<file path="config.mk">
export PLATFORM = sky130hd
export DESIGN_NAME = logic_unit_mc
export DESIGN_NICKNAME = d
export VERILOG_FILES = /design/src/rtl/logic_unit_mc.sv
export SDC_FILE = /design/constraint.sdc
export NUM_CORES = 1
export LEC_CHECK = 0
export CORE_ASPECT_RATIO = 1.25
export CORE_MARGIN = 2
export CORE_UTILIZATION = 45
export DETAILED_ROUTE_END_ITERATION = 10
export GPL_TIMING_DRIVEN = 1
export HOLD_SLACK_MARGIN = 0.12
export PLACE_DENSITY = 0.7
export SLEW_MARGIN = 20
export SYNTH_ARGS = -nofsm -noshare
export SYNTH_HDL_FRONTEND = slang
export SYNTH_SLANG_ARGS = --single-unit
export TNS_END_PERCENT = 50
</file>
<file path="constraint.sdc">
create_clock -name clk -period 2.5 [get_ports clk]
set_input_delay 0.625 -clock clk [delete_from_list [all_inputs] [get_ports clk]]
set_output_delay 0.625 -clock clk [all_outputs]
set_load 0.02 [all_outputs]
</file>
<file path="src/rtl/logic_unit_mc.sv">
// logic_unit_mc: multi-cycle AND/OR/XOR/NOR of two WIDTH-bit operands, CHUNK bits/cycle.
// Optional registered zero flag Z when LOGIC_UNIT_MC_ZFLAG_EN is defined.
`timescale 1ns/1ps
module logic_unit_mc #(
  parameter int WIDTH = 32,
  parameter int CHUNK = 8
) (
  input  logic             clk,
  input  logic             rst_n,
  input  logic             start,
  input  logic [1:0]       op,
  input  logic [WIDTH-1:0] A,
  input  logic [WIDTH-1:0] B,
  output logic [WIDTH-1:0] O,
  output logic             busy,
  output logic             done
`ifdef LOGIC_UNIT_MC_ZFLAG_EN
  ,
  output logic             Z
`endif
);

  localparam int N  = WIDTH / CHUNK;
  localparam int CW = (N > 1) ? $clog2(N) : 1;

  if (WIDTH % CHUNK != 0) begin : g_bad_cfg
    $error("logic_unit_mc: WIDTH must be a multiple of CHUNK");
  end

  typedef enum logic {
    IDLE,
    RUN
  } state_e;

  function automatic logic [CHUNK-1:0] lop(
    input logic [1:0]       o,
    input logic [CHUNK-1:0] a,
    input logic [CHUNK-1:0] b
  );
    logic [CHUNK-1:0] r;
    unique case (o)
      2'b00:   r = a & b;
      2'b01:   r = a | b;
      2'b10:   r = a ^ b;
      default: r = ~(a | b);
    endcase
    return r;
  endfunction

  state_e           state_q, state_d;
  logic [CW-1:0]    cnt_q, cnt_d;
  logic [WIDTH-1:0] a_q, a_d;
  logic [WIDTH-1:0] b_q, b_d;
  logic [1:0]       op_q, op_d;
  logic [WIDTH-1:0] res_q, res_d;
  logic [WIDTH-1:0] o_q, o_d;
  logic             busy_q, busy_d;
  logic             done_q, done_d;
  logic [CHUNK-1:0] chunk;
  logic             last;
`ifdef LOGIC_UNIT_MC_ZFLAG_EN
  logic             zacc_q, zacc_d;
  logic             z_q, z_d;
`endif

  assign last = (cnt_q == CW'(N - 1));

  always_comb begin
    state_d = state_q;
    cnt_d   = cnt_q;
    a_d     = a_q;
    b_d     = b_q;
    op_d    = op_q;
    res_d   = res_q;
    o_d     = o_q;
    busy_d  = busy_q;
    done_d  = 1'b0;
    chunk   = '0;
`ifdef LOGIC_UNIT_MC_ZFLAG_EN
    zacc_d  = zacc_q;
    z_d     = z_q;
`endif
    unique case (state_q)
      IDLE: begin
        if (start) begin
          a_d     = A;
          b_d     = B;
          op_d    = op;
          cnt_d   = '0;
          busy_d  = 1'b1;
          state_d = RUN;
        end
      end
      default: begin
        for (int i = 0; i < N; i++) begin
          if (cnt_q == CW'(i)) begin
            chunk = lop(op_q,
                        a_q[i*CHUNK +: CHUNK],
                        b_q[i*CHUNK +: CHUNK]);
            res_d[i*CHUNK +: CHUNK] = chunk;
          end
        end
`ifdef LOGIC_UNIT_MC_ZFLAG_EN
        // first chunk restarts the running all-zero flag
        zacc_d = ((cnt_q == '0) ? 1'b1 : zacc_q) & ~(|chunk);
`endif
        if (last) begin
          o_d     = res_d;
          busy_d  = 1'b0;
          done_d  = 1'b1;
          cnt_d   = '0;
          state_d = IDLE;
`ifdef LOGIC_UNIT_MC_ZFLAG_EN
          z_d     = zacc_d;
`endif
        end else begin
          cnt_d = cnt_q + CW'(1);
        end
      end
    endcase
  end

  always_ff @(posedge clk or negedge rst_n) begin
    if (!rst_n) begin
      state_q <= IDLE;
      cnt_q   <= '0;
      a_q     <= '0;
      b_q     <= '0;
      op_q    <= '0;
      res_q   <= '0;
      o_q     <= '0;
      busy_q  <= 1'b0;
      done_q  <= 1'b0;
`ifdef LOGIC_UNIT_MC_ZFLAG_EN
      zacc_q  <= 1'b0;
      z_q     <= 1'b0;
`endif
    end else begin
      state_q <= state_d;
      cnt_q   <= cnt_d;
      a_q     <= a_d;
      b_q     <= b_d;
      op_q    <= op_d;
      res_q   <= res_d;
      o_q     <= o_d;
      busy_q  <= busy_d;
      done_q  <= done_d;
`ifdef LOGIC_UNIT_MC_ZFLAG_EN
      zacc_q  <= zacc_d;
      z_q     <= z_d;
`endif
    end
  end

  assign O    = o_q;
  assign busy = busy_q;
  assign done = done_q;
`ifdef LOGIC_UNIT_MC_ZFLAG_EN
  assign Z    = z_q;
`endif

endmodule

</file>
; After elaboration in Yosys (flattened, before gate mapping)
; Index checks and enable logic that the tools add are counted.
[word_totals]
word_cells = 58
output_inout_bits = 34
input_bits = 69
ff_bits = 135
[classes]
mux = 19
bitwise = 17
add_sub_neg = 1
reduce_logical = 6
n_eq_ne = 6
[ops]
columns = op, count
row1 = 8-bit case mux with 3 select lines, 4
row2 = 8-bit bitwise AND, 4
row3 = 8-bit 2-to-1 mux, 4
row4 = 8-bit NOT, 4
row5 = 8-bit bitwise OR, 4
row6 = 8-bit XOR, 4
row7 = 1-bit 2-to-1 mux, 8
row8 = "2-bit equality test, second input constant", 3
row9 = 2-bit 2-to-1 mux, 3
row10 = 2-bit AND reduction, 3
row11 = "2-bit by 1-bit equality test with 1-bit output, second input constant", 2
row12 = 2-bit logical NOT, 2
row13 = "2-bit by 1-bit adder with 2-bit output, second input constant", 1
row14 = "2-bit by 1-bit != test with 1-bit output, second input constant", 1
row15 = 2-bit nonzero test, 1
row16 = 1-bit NOT, 1

; Depth between registers and ports, before layout
; Gate-level depths: netlist of the first run.
[depth]
ltp_word = 4
mapped_depth = 6
ltp_nobuf = 5

; Worst setup path before layout of the first run
; Ideal clock, no wire load.
[synth_path]
kind = input port to flip-flop
start = input port start
end = register op_q[0]
required_time_ns = 2.375
path_slack_ns = 0.941
arrival_time_ns = 1.434
stages = 4
setup_ns = 0.125
path_buffers = 2
path_cell_list = nor2b_1 clkbuf_1 buf_2 mux2_2
[synth_via]
elab_chain_len = 1
[synth_rtl]
columns = element, line
row1 = start: declaration, 10  ; input logic start,
row2 = 2-bit AND reduction (no line), -
row3 = end signal: assignment, 143  ; op_q <= op_d;
row4 = end: declaration, 54  ; logic [1:0] op_q, op_d;
; No other way between the ends.
; A chain may end at the register's enable or synchronous reset.

; Final worst setup path of the first run
[layout_path]
start = register o_q[23], in the netlist O[23]
end = output port O[23]
[layout_rtl]
columns = element, line
row1 = start: declaration, 56  ; logic [WIDTH-1:0] o_q, o_d;
row2 = start signal: assignment, 131  ; o_q <= '0;
row3 = start signal: assignment, 145  ; o_q <= o_d;
row4 = end: declaration, 14  ; output logic [WIDTH-1:0] O,
; No word-level cell between the ends.

==> run_results.csv, run 1 <==
group,metric,value,unit
die,core.rowCount,50,
place,dpl-instance-area,0.00818,sq mm
setup_path,crit_buf_inv,1,
timing,rsz0062_at_grt,"no",
timing,worst_pin_slew,0.595,ns
detailed_routing,first_iter_violations,244,
clock_network,cts_resized,0,
place,place.gp.congestion,0.797,
yosys,syn-num-nets,852,
yosys,synth.distinct_cells,31,
die,coreArea,0.0151,sq mm
place,dp_hpwl,10800,um
place,dp_cells,997,
timing,fin_skew,0.00467,ns
grt,antenna_found_initial,0,
yosys,synth-xor-area-share,0,%
power,powerDensity,1320,mW/mm^2
die,die_w,115,um
grt,use_met1,23.6,%
detailed_routing,wl_per_cell,14.9,um
grt,gr-total-overflow,0,
yosys,synth_largest_area_cell,"dfrtp_1",
yosys,yosys_register_bits,127,
yosys,synth_seq_area_share,45.5,%
setup_path,critical-path-top-delay-family,"buffers and inverters",
detailed_routing,antenna_left,0,
setup_path,reg2reg_depth,6,
timing,slew_headroom,60.4,%
timing,finalWorstSetupSlack,0.445,ns
finish,mostFrequentLayoutCell,"dfrtp_1",
timing,hold_violations,0,
grt,grtUsageTotal,19.7,%
yosys,avgSynthCellArea,9.77,sq um
setup_path,worstReg2RegStart,"cnt_q[0]",
detailed_routing,drt_first_pass_iters,4,
place,dp_slack,0.458,ns
setup_path,slowest_stage,"clkdlybuf4s50_1",
finish,final_layout_size_suffix_gt1_share,7.92,%
grt,grt_pass1_vias,5435,
die,pin_count,103,
setup_path,crit_arrival,1.43,ns
yosys,synth_area,0.00699,sq mm
yosys,synth_mux_area_share,3.76,%
run_status,outcome,"complete, no violations",
yosys,synth_warnings,0,
timing,finalCritPeriodShare,82.2,%
timing,whs,0.220,ns
die,die_area,0.0165,sq mm
setup_path,endpoint_kind,"output port",
clock_network,cts_setup_buffers,0,
detailed_routing,viasPerCell,5.14,
finish,nets,945,
timing,max_freq,487,MHz
clock_network,clock_sinks,127,
setup_path,r2r_end,"O[16]",
clock_network,worstSkewPairLatency,0.42,ns
min_path,min_path_type,"input pin to asynchronous set/reset pin",
yosys,syn_inst,715,
setup_path,crit_required,1.88,ns
die,initial_core_util,46.3,%
setup_path,slowest_delay,0.63,ns
grt,use_met2,34.9,%
clock_network,cts_tree,"yes",
finish,antenna_cells,0,
clock_network,htree_levels,4,
finish,final_area,0.00872,sq mm
power,peakVddDrop,0.596,mV
clock_network,cts_buffers,17,
finish,mostFrequentLayoutCells,"dfrtp_1, clkdlybuf4s50_1, nand2_1",
finish,synthToLayoutAreaGrowth,24.9,%
detailed_routing,vias,5285,
finish,layout.cells.non_filler,1029,
grt,grt.busiest_layer,"met2",
yosys,synth.top_cell.area_share,45.5,%
setup_path,path_class,"flip-flop to output port",
grt,grt_util_met3,3.54,%
timing,layout_min_cycle_time,2.06,ns
yosys,synthAdderAreaFrac,12.2,%
setup_path,cp-start-kind,"flip-flop",
yosys,synth_top_family_by_area,"compound AO/OA/AOI/OAI gates",
clock_network,path_clk_slew,0.05,ns
timing,setup_tns,0,ns
timing,slew_viol_final,0,
grt,grt_pass1_wl,25800,um
clock_network,clk_path_buf_depth,2,
setup_path,critPathMaxFanout,2,
clock_network,hold_buffers,0,
clock_network,root_buffer,"clkbuf_16",
yosys,yosys.area_share.simple,12.4,%
setup_path,reg2reg_slack,0.62,ns
setup_path,crit_path_cell_trace,"clkdlybuf4s50_1",
timing,setup_viol,0,
grt,grt_max_degree,49,
yosys,synth_compound_area_share,17.8,%
place,port-buffer-count,102,
power,leakage,4.05,nW
detailed_routing,routed_wl,15300,um
die,dieHeight,143,um
detailed_routing,drc,0,
yosys,synth_area_leaders,"dfrtp_1, ha_1, o21ai_0",
run,drv_cap,0,
power by group:
group          internal [mW]  switching (mW)
Clock                   1.44           0.879
Combinational           2.55            2.85
Sequential              3.08           0.718
cell families after synthesis:
group                      Yosys count
and+or+nand+nor                    186
AOI/OAI and AO/OA                  178
buffers and inverters              130
DFF                                127
adders and majority gates           68
muxes                               26
worst max path at each step:
stage / depth (start not counted) / from / to / slack [ns]
after floorplan: 4 / start / op_q[0] / 0.94
after global routing: 1 / O[23] / O[23] / 0.40
after global placement: 4 / start / a_q[19] / 0.53
after detailed placement: 5 / start / a_q[11] / 0.46
final: 1 / O[23] / O[23] / 0.44
after CTS: 1 / O[23] / O[23] / 0.44
registers in the layout, indices dropped and copies added (netlist names):
| name | flops |
|---|---|
| done | 1 |
| cnt_q | 2 |
| op_q | 2 |
| res_q | 24 |
| b_q | 32 |
| O | 32 |
| busy | 1 |
| a_q | 32 |
| state_q | 1 |
cells in the mapped netlist, drive strengths merged:
master and n:
o22a 21, a21o 5, buf 22, nand2b 16
nor2 27, and2 25, o31ai 8, o21ai 84
a21oi 11, dfrtp 127, or2 8, o32ai 21
nand2 91, mux2i 24, ha 68, a31oi 3
clkbuf 23, mux2 2, o41ai 3, inv 85
a22o 22, and3 8, nor3 3, nor2b 8
per-layer routing:
metal	vias to the layer above	share of wire [%]	wire length [um]
li1	2588	-	-
met1	2582	42	6480
met2	98	53	8050
met3	17	3.5	538
met4	0	1.6	238
met5	-	0	0
cell type report:
cell class | count | area, sq um
clock inverters | 6 | 57.6
repair buffers | 119 | 1180
inverters | 85 | 319
fillers | 1299 | 6350
clock buffers | 26 | 489
well taps | 208 | 260
multi-input cells | 458 | 3230
flip-flops and latches | 127 | 3180
per-stage QoR:
stage               utilization, %  power (mW)
floorplan                        -        7.63
global placement              54.2        8.93
detailed placement            54.2        9.27
CTS                           57.9        11.6
global route                  57.9        12.5
finish                        57.9        11.5
Power figures use the tool's default switching activity.
==> run 2: changes to the inputs <==
clock period = 1.9 ns   (was 2.5 ns; I/O delays follow)
==> run_results.csv, run 2 (synthesized netlist as in run 1, its figures left out) <==
group,metric,value,unit
run_status,outcome,"complete, no violations",
clock_network,clock_sinks,127,
setup_path,crit_buf_inv,1,
clock_network,cts_setup_buffers,0,
setup_path,slowest_delay,0.61,ns
run,drv_cap,0,
die,core.rowCount,50,
detailed_routing,drt_first_pass_iters,6,
timing,setup_tns,0,ns
die,initial_core_util,46.3,%
setup_path,critPathMaxFanout,2,
finish,mostFrequentLayoutCells,"dfrtp_1, nand2_1, inv_1",
place,port-buffer-count,102,
grt,grtUsageTotal,19.5,%
detailed_routing,routed_wl,15300,um
clock_network,htree_levels,4,
place,dp_hpwl,10700,um
setup_path,endpoint_kind,"output port",
timing,finalWorstSetupSlack,0.0290,ns
power,design_power_total,15.4,mW
setup_path,crit_arrival,1.40,ns
setup_path,worstReg2RegStart,"cnt_q[0]",
power,leakage,4.21,nW
min_path,holdPathStages,2,
clock_network,root_buffer,"clkbuf_16",
clock_network,path_clk_slew,0.06,ns
die,dieHeight,143,um
place,dpl-instance-area,0.00828,sq mm
die,pin_count,103,
finish,final_area,0.00889,sq mm
detailed_routing,wl_per_cell,14.8,um
finish,layout.cells.non_filler,1039,
detailed_routing,vias,5289,
place,dp_cells,1006,
setup_path,reg2reg_depth,5,
setup_path,cp.depth,1,
setup_path,crit_required,1.42,ns
timing,slew_headroom,65.7,%
finish,antenna_cells,0,
grt,grt_pass1_wl,25500,um
grt,grt_pass1_vias,5359,
power,peakVddDrop,0.710,mV
setup_path,r2r_end,"O[16]",
setup_path,path_class,"flip-flop to output port",
setup_path,endpoint,"O[18]",
grt,grt_max_degree,58,
die,coreArea,0.0151,sq mm
timing,hold_violations,0,
die,die_area,0.0165,sq mm
timing,worst_pin_slew,0.514,ns
timing,whs,0.484,ns
timing,rsz0062_at_grt,"no",
grt,gr-total-overflow,0,
clock_network,clk_path_buf_depth,2,
place,place.gp.congestion,0.802,
detailed_routing,drc,0,
timing,finalCritPeriodShare,98.5,%
timing,setup_viol,0,
detailed_routing,first_iter_violations,302,
detailed_routing,antenna_left,0,
clock_network,cts_tree,"yes",
setup_path,crit_start,"O[18]",
detailed_routing,viasPerCell,5.09,
finish,mostFrequentLayoutCell,"dfrtp_1",
setup_path,slowest_stage,"clkdlybuf4s50_1",
timing,layout_min_cycle_time,1.87,ns
clock_network,cts_buffers,17,
finish,final_layout_size_suffix_gt1_share,9.63,%
finish,synthToLayoutAreaGrowth,27.3,%
setup_path,reg2reg_slack,0.17,ns
timing,slew_viol_final,0,
die,die_w,115,um
finish,nets,955,
finish,final_util,59.0,%
clock_network,worstSkewPairLatency,0.42,ns
power,powerDensity,1740,mW/mm^2
grt,antenna_found_initial,0,
setup_path,cp-start-kind,"flip-flop",
setup_path,crit_path_cell_trace,"clkdlybuf4s50_1",
place,dp_slack,0.0380,ns
timing,max_freq,534,MHz
timing,fin_skew,0.00578,ns
setup_path,critical-path-top-delay-family,"buffers and inverters",
min_path,min_path_type,"flip-flop to flip-flop",
## run 2: changes by cell type in the layout (fill, tap and decap cells not counted)
cell	delta
clkdlybuf4s50_1	-17
dlymetal6s2s_1	+11
buf_4	+6
clkbuf_1	-6
dlygate4sd2_1	+6
clkinvlp_4	+5
buf_12	+3
clkbuf_8	-2
bufinv_16	+1
clkinv_4	+1
dlygate4sd3_1	+1
inv_6	+1
## run 2: final cells by class
| cell class | count | area [sq um] |
|---|---|---|
| fill | 1266 | 6180 |
| multi-input combinational | 458 | 3230 |
| sequential | 127 | 3180 |
| timing repair buffer | 129 | 1320 |
| clock buffer | 18 | 439 |
| inverter | 85 | 319 |
| tap | 208 | 260 |
| clock inverter | 14 | 143 |
## run 2: worst min path at each step
| stage | startpoint | slack, ns | to |
|---|---|---|---|
| floorplan | rst_n | 0.18 | O[0] |
| global placement | rst_n | 0.45 | O[28] |
| detailed placement | rst_n | 0.44 | O[28] |
| CTS | res_q[0] | 0.49 | res_q[0] |
| global route | O[26] | 0.51 | O[26] |
| finish | res_q[0] | 0.48 | res_q[0] |
## run 2: power breakdown
group          switching, mW  internal, mW
Clock                   1.25          1.96
Sequential             0.841          4.05
Combinational           3.91          3.43
Total                   6.00          9.44
## run 2: per-layer routing
| metal | global-route usage [%] | up-vias | part of all wire [%] |
|---|---|---|---|
| li1 | - | 2607 | - |
| met1 | 24.2 | 2544 | 44 |
| met2 | 33.1 | 114 | 50 |
| met3 | 4.01 | 24 | 4.1 |
| met4 | 8.12 | 0 | 1.7 |
| met5 | 0 | - | 0 |
## run 2: what timing repair did
item                                   4_1_cts  5_1_grt
setup endpoints to repair                    6       11
gates resized for setup                      6       11
hold buffers                                 1        0
endpoints found under the hold margin       24        0
